$ cat src/rtl/mem_issue_sequencer_pkg.sv
// Shared definitions for the load/store issue sequencer.
// Contents: sequencer FSM encodings, op encodings, the idle label value and
// the latency counter width and preload helper.
package mem_issue_sequencer_pkg;

    // Latency counter width; covers ACC_CYCLES up to 15.
    localparam int unsigned CNT_W = 4;

    // Sequencer FSM encodings.
    typedef enum logic [1:0] {
        ST_IDLE   = 2'd0,
        ST_ACCESS = 2'd1,
        ST_WB     = 2'd2
    } seq_state_e;

    // Queue head op encodings.
    localparam logic OP_LOAD  = 1'b1;
    localparam logic OP_STORE = 1'b0;

    // Queue label constants; LABEL_NONE is what the CDB tag shows when idle.
    localparam int unsigned LABEL_W_DEF = 4;
    localparam logic [LABEL_W_DEF-1:0] LABEL_NONE = '0;

    // Counter preload so that the last access cycle is the one where count == 0.
    function automatic logic [CNT_W-1:0] acc_preload(input int unsigned acc_cycles);
        return CNT_W'(acc_cycles - 1);
    endfunction

endpackage

$ cat src/rtl/mem_latency_counter.sv
// Loadable down-counter with a zero flag, for multi-cycle unit sequencing.
// Ports:
//   clk, rst_n     clock, asynchronous active-low reset
//   load_i         load load_val_i (has priority over dec_i)
//   load_val_i     preload value
//   dec_i          decrement by one; saturates at zero
//   zero_o         count register is zero
module mem_latency_counter
    import mem_issue_sequencer_pkg::*;
#(
    parameter int unsigned W = CNT_W
) (
    input  logic         clk,
    input  logic         rst_n,
    input  logic         load_i,
    input  logic [W-1:0] load_val_i,
    input  logic         dec_i,
    output logic         zero_o
);

    logic [W-1:0] cnt_q;
    logic [W-1:0] cnt_d;

    // Next count: load wins, otherwise saturating decrement.
    always_comb begin
        cnt_d = cnt_q;
        if (load_i) begin
            cnt_d = load_val_i;
        end else if (dec_i && (cnt_q != '0)) begin
            cnt_d = cnt_q - W'(1);
        end
    end

    always_ff @(posedge clk or negedge rst_n) begin
        if (!rst_n) begin
            cnt_q <= '0;
        end else begin
            cnt_q <= cnt_d;
        end
    end

    assign zero_o = (cnt_q == '0);

endmodule

$ cat src/rtl/mem_issue_sequencer.sv
// Sequences the load/store queue head into the multi-cycle data memory and
// arbitrates load results onto the CDB.
// Ports:
//   clk, nRST                    clock, asynchronous active-low reset
//   require, opIn                head valid/ready, head op (1 = load)
//   addrBase, addrOff            address operands (summed, carry dropped)
//   wdataIn, labelIn             store data, head tag
//   requireAC, isLastState       queue handshake (idle / head pops next edge)
//   memEN, memWE, memAddr,
//   memWData, memRData           data memory interface
//   cdbReq, cdbGrant,
//   cdbLabel, cdbData            CDB request/grant and broadcast payload
module mem_issue_sequencer
    import mem_issue_sequencer_pkg::*;
#(
    parameter int unsigned ACC_CYCLES = 3,
    parameter int unsigned LABEL_W    = 4,
    parameter int unsigned DATA_W     = 32
) (
    input  logic               clk,
    input  logic               nRST,
    input  logic               require,
    input  logic               opIn,
    input  logic [DATA_W-1:0]  addrBase,
    input  logic [DATA_W-1:0]  addrOff,
    input  logic [DATA_W-1:0]  wdataIn,
    input  logic [LABEL_W-1:0] labelIn,
    output logic               requireAC,
    output logic               isLastState,
    output logic               memEN,
    output logic               memWE,
    output logic [DATA_W-1:0]  memAddr,
    output logic [DATA_W-1:0]  memWData,
    input  logic [DATA_W-1:0]  memRData,
    output logic               cdbReq,
    input  logic               cdbGrant,
    output logic [LABEL_W-1:0] cdbLabel,
    output logic [DATA_W-1:0]  cdbData
);

    seq_state_e         state_q, state_d;
    logic               op_q, op_d;
    logic [LABEL_W-1:0] label_q, label_d;
    logic [DATA_W-1:0]  wdata_q, wdata_d;
    logic [DATA_W-1:0]  addr_q, addr_d;
    logic [DATA_W-1:0]  rdata_q, rdata_d;

    logic cnt_load;
    logic cnt_dec;
    logic cnt_zero;

    logic in_idle;
    logic in_access;
    logic in_wb;

    // Access latency counter; zero marks the final ACCESS cycle.
    mem_latency_counter #(
        .W (CNT_W)
    ) u_lat_cnt (
        .clk        (clk),
        .rst_n      (nRST),
        .load_i     (cnt_load),
        .load_val_i (acc_preload(ACC_CYCLES)),
        .dec_i      (cnt_dec),
        .zero_o     (cnt_zero)
    );

    // Next-state and latch logic; require is only looked at in IDLE.
    always_comb begin
        state_d  = state_q;
        op_d     = op_q;
        label_d  = label_q;
        wdata_d  = wdata_q;
        addr_d   = addr_q;
        rdata_d  = rdata_q;
        cnt_load = 1'b0;
        cnt_dec  = 1'b0;
        case (state_q)
            ST_IDLE: begin
                if (require) begin
                    op_d     = opIn;
                    label_d  = labelIn;
                    wdata_d  = wdataIn;
                    addr_d   = addrBase + addrOff;
                    cnt_load = 1'b1;
                    state_d  = ST_ACCESS;
                end
            end
            ST_ACCESS: begin
                cnt_dec = 1'b1;
                if (cnt_zero) begin
                    if (op_q == OP_LOAD) begin
                        rdata_d = memRData;
                        state_d = ST_WB;
                    end else begin
                        state_d = ST_IDLE;
                    end
                end
            end
            ST_WB: begin
                if (cdbGrant) begin
                    state_d = ST_IDLE;
                end
            end
            default: begin
                state_d = ST_IDLE;
            end
        endcase
    end

    always_ff @(posedge clk or negedge nRST) begin
        if (!nRST) begin
            state_q <= ST_IDLE;
            op_q    <= OP_STORE;
            label_q <= '0;
            wdata_q <= '0;
            addr_q  <= '0;
            rdata_q <= '0;
        end else begin
            state_q <= state_d;
            op_q    <= op_d;
            label_q <= label_d;
            wdata_q <= wdata_d;
            addr_q  <= addr_d;
            rdata_q <= rdata_d;
        end
    end

    assign in_idle   = (state_q == ST_IDLE);
    assign in_access = (state_q == ST_ACCESS);
    assign in_wb     = (state_q == ST_WB);

    // Outputs decode straight from registers so reset clears them at once.
    assign requireAC = in_idle;
    assign memEN     = in_access;
    assign memWE     = in_access && (op_q == OP_STORE);
    assign memAddr   = in_access ? addr_q  : '0;
    assign memWData  = in_access ? wdata_q : '0;
    assign cdbReq    = in_wb;
    assign cdbLabel  = in_wb ? label_q : LABEL_W'(LABEL_NONE);
    assign cdbData   = in_wb ? rdata_q : '0;

    // Pop strobe: last store access cycle, or the granted WB cycle.
    assign isLastState = (in_access && cnt_zero && (op_q == OP_STORE))
                       || (in_wb && cdbGrant);

endmodule

$ cat config.mk
export PLATFORM = sky130hd
export DESIGN_NAME = mem_issue_sequencer
export DESIGN_NICKNAME = d
export VERILOG_FILES = /design/src/rtl/mem_issue_sequencer_pkg.sv /design/src/rtl/mem_latency_counter.sv /design/src/rtl/mem_issue_sequencer.sv
export SDC_FILE = /design/constraint.sdc
export NUM_CORES = 1
export LEC_CHECK = 0
export CORE_MARGIN = 5
export CORE_UTILIZATION = 30
export CTS_CLUSTER_DIAMETER = 80
export DETAILED_ROUTE_END_ITERATION = 12
export GPL_TIMING_DRIVEN = 0
export PLACE_DENSITY_LB_ADDON = 0.08
export SYNTH_ARGS = -nofsm -noshare
export SYNTH_HDL_FRONTEND = slang
export SYNTH_SLANG_ARGS = --single-unit
$ cat constraint.sdc
create_clock -name clk -period 2.65 [get_ports clk]
set_clock_uncertainty 0.2 [all_clocks]
set_input_delay 0.6625 -clock clk [delete_from_list [all_inputs] [get_ports clk]]
set_output_delay 0.6625 -clock clk [all_outputs]
set_load 0.005 [all_outputs]
==> summary.txt <==
Pwr
  • IR drop worst, VDD: ~290 µV
  • Power, Total: around 8.1 mW
  • Power Density: 799 nW/µm²
  • LEAKAGE: roughly 4.8 nW

Route
  • DR iter-0 viols: around 170
  • DRC errors left: 0
  • Wire per inst: between 15 and 20 µm
  • Routed Antenna Nets: 0
  • Post-DR vias/cell: 4.56
  • Via count: 5824
  • First drt pass iteration count: 7
  • Total Wirelength: 19900 µm

Cells and area
  • Area Growth Syn to Fin: 60.7%
  • Layout Nets: 1168
  • Inserted Diodes: 0
  • Layout cells sized above 1: about 23%
  • Post-layout util: approximately 49%

CTS
  • TritonCTS clock tree: done
  • Later-pin clock latency in the skew report: approximately 0.35 ns
  • CTS Buf Count: 9
  • H-tree Lvls: 3
  • Clk slew on worst S/H paths: approximately 0.07 ns
  • Max Root-Sink Buffers: 2
  • Root buf cell: clkbuf_16
  • Clk sinks: between 100 and 150

Timing
  • F_max: 0.365 GHz
  • Setup ws final: -0.0881 ns
  • Hold Violations, Final: 0
  • Max Transition Viols Final: 0
  • Crit path time final: 2.74 ns
  • Worst slew pin tran: around 0.61 ns
  • Final period util: 103%
  • Final setup vio count: 5
  • Worst slew margin: about 60%
  • Unrepaired setup endpoints after global routing: yes

Critical path
  • Worst endpoint data arrival time: around 2.8 ns
  • Worst-path maximum fanout: 7
  • Critical path class: in -> reg
  • Setup crit end kind: flip-flop
  • Critical path startpoint category: input pin
  • Req. time, crit path: approximately 2.7 ns

Synthesis
  • Post-Synth Simple-Gate Area: about 25%
  • Synth Area in Compound Gates: about an eighth
  • Top FF cell, synth: dfrtp_1
  • Xor and xnor area share after synthesis: ~4.4%
  • Synthesized area per cell: 8.98 µm²
  • Adder-cell share of the synthesized area: under 10%
  • Share of synthesized flip-flops with an asynchronous set or reset: 100%
  • Synth top area cells: dfrtp_1 42%, and2_1 10%, nand2_1 10%, ha_1 6.3%, mux2_2 5.7%
  • Post-synth EDFFs: 0
  • Post-synth top area share: between 40% and 50%
  • Register area share after synthesis: 42.4%
  • Synth cell types: 52
  • Number of synthesized register bits: about 110
  • Largest family of logic cells by synthesized area: simple AND/OR/NAND/NOR gates
  • Multiplexer share of the synthesized area: between 5 and 6%
  • Net Count, Synth: ~870
  • Cell area after synthesis: between 6000 and 7000 µm²
  • Syn. warnings: 0
  • Synth Instances: around 700
  • Most common cell in the netlist: nand2_1
  • Synth cell count leaders: 168 x nand2_1, 107 x dfrtp_1, 102 x and2_1
  • Yosys top cell by area: dfrtp_1

Placed design
  • DP Wirelength: ~15000 µm
  • Port Buf Inserts: around 240
  • Routability Congestion: 0.784
  • Post-place setup slack: -1.01 ns

Status
  • Status: finished, violations left
  • Failing checks: setup timing

Global routing
  • Congestion Overflow GR: 0
  • Busiest grt layer: met2
  • Met2 Usage GRT: a little over a quarter
  • Initial antenna violation count: 1
  • Grt met3 use: about 3.3%
  • First-pass GRT wire length: slightly above 30000 µm
  • Total track usage: between 15 and 20%
  • Largest net degree at the start of global routing: just over 90
  • Met1 Use GR: between 20 and 25%
  • Number of global-route vias before repair: around 5800

Floorplanning
  • Die Area: approximately 24000 µm²
  • CORE AREA: 20900 µm²
  • Die Y: roughly 160 µm
  • Cell Rows: 53
  • IO Pins: approximately 240
  • Initial cell density of the core: between 30 and 40%
  • Die width: 155 µm

Worst hold path
  • HP Class: reg -> reg

Job
  • Max-Cap Viols: 0
[flip-flops by register name (all words and copies together), names as in the netlist]
name             count
op_q                 1
addr_q              32
wdata_q             32
label_q              4
state_q              2
u_lat_cnt.cnt_q      4
rdata_q             32
[final timing paths]
path                                   start          end  slack (ns)  cells after the start
worst max-delay path            addrBase[15]   addr_q[30]       -0.09                     11
worst min-delay path             wdata_q[19]  wdata_q[19]        0.27                      2
worst max register to register    state_q[1]  wdata_q[23]        0.32                      7
worst min register to register   wdata_q[19]  wdata_q[19]        0.27                      2
max in group asynchronous               nRST  wdata_q[22]        1.02                      3
min in group asynchronous               nRST  rdata_q[15]        0.52                      2
[stage by stage]
stage / cells / setup TNS (ns) / area, µm² / hold WS (ns)
final: 1278 / -0.283 / 10100 / 0.266
after global routing: 1278 / -0.894 / 10100 / 0.285
after CTS: 1269 / -0.392 / 10000 / 0.272
after detailed placement: 1220 / -44.16 / 9130 / 0.254
after global placement: 1219 / -447.93 / 9100 / 0.250
after floorplan: 703 / -0.800 / 6340 / 0.167
[kinds of logic after synthesis]
logic type | count (synthesis)
AND/OR/NAND/NOR | 328
AO/OA/AOI/OAI | 120
flip-flops | 107
buffers and inverters | 51
adder cells (fa/ha/maj) | 33
XOR/XNOR | 32
multiplexers | 32
[per-layer routing]
metal,part of all wire (%),vias up
met5,0.065,-
met4,1.5,2
met3,6.4,22
met2,49,169
met1,43,2692
li1,-,2939
[cells in the final DEF (no fill, tap or decap), drive strengths merged, types with 43 or more instances in the layout]
cell type / count
dfrtp: 107
o21ai: 43
clkbuf: 55
clkdlybuf4s50: 101
and2: 102
buf: 71
nand2: 168
dlygate4sd2: 77
[repair_timing]
item	CTS	global route
endpoints found under the setup margin	132	74
gates resized for setup	338	55
hold buffers	1	0
buffers inserted	37	9
gates cloned	1	0
endpoints found under the hold margin	16	0
pin swaps	43	27
[worst max-delay path: stages]
cell             delay, ns
clkdlybuf4s50_1       0.40
ha_1                  0.29
buf_6                 0.13
nand2_2               0.09
nor3b_4               0.25
inv_2                 0.05
o311a_4               0.40
o2bb2ai_4             0.14
o21ai_2               0.13
xnor2_1               0.13
o21ai_1               0.07
[power by group]
group / internal, mW / switching [mW]
clock network: 0.645 / 0.638
logic: 2.20 / 1.84
registers: 2.42 / 0.350
total: 5.27 / 2.83
[layout make-up]
cell class | instances | area [µm²]
clock inverters | 7 | 53.8
flip-flops and latches | 107 | 2680
plain buffers | 35 | 295
inverters | 10 | 37.5
clock buffers | 9 | 225
repair buffers | 290 | 2600
well taps | 275 | 344
multi-input cells | 545 | 3910
fillers | 2069 | 10700
(Power assumes the default switching activity.)
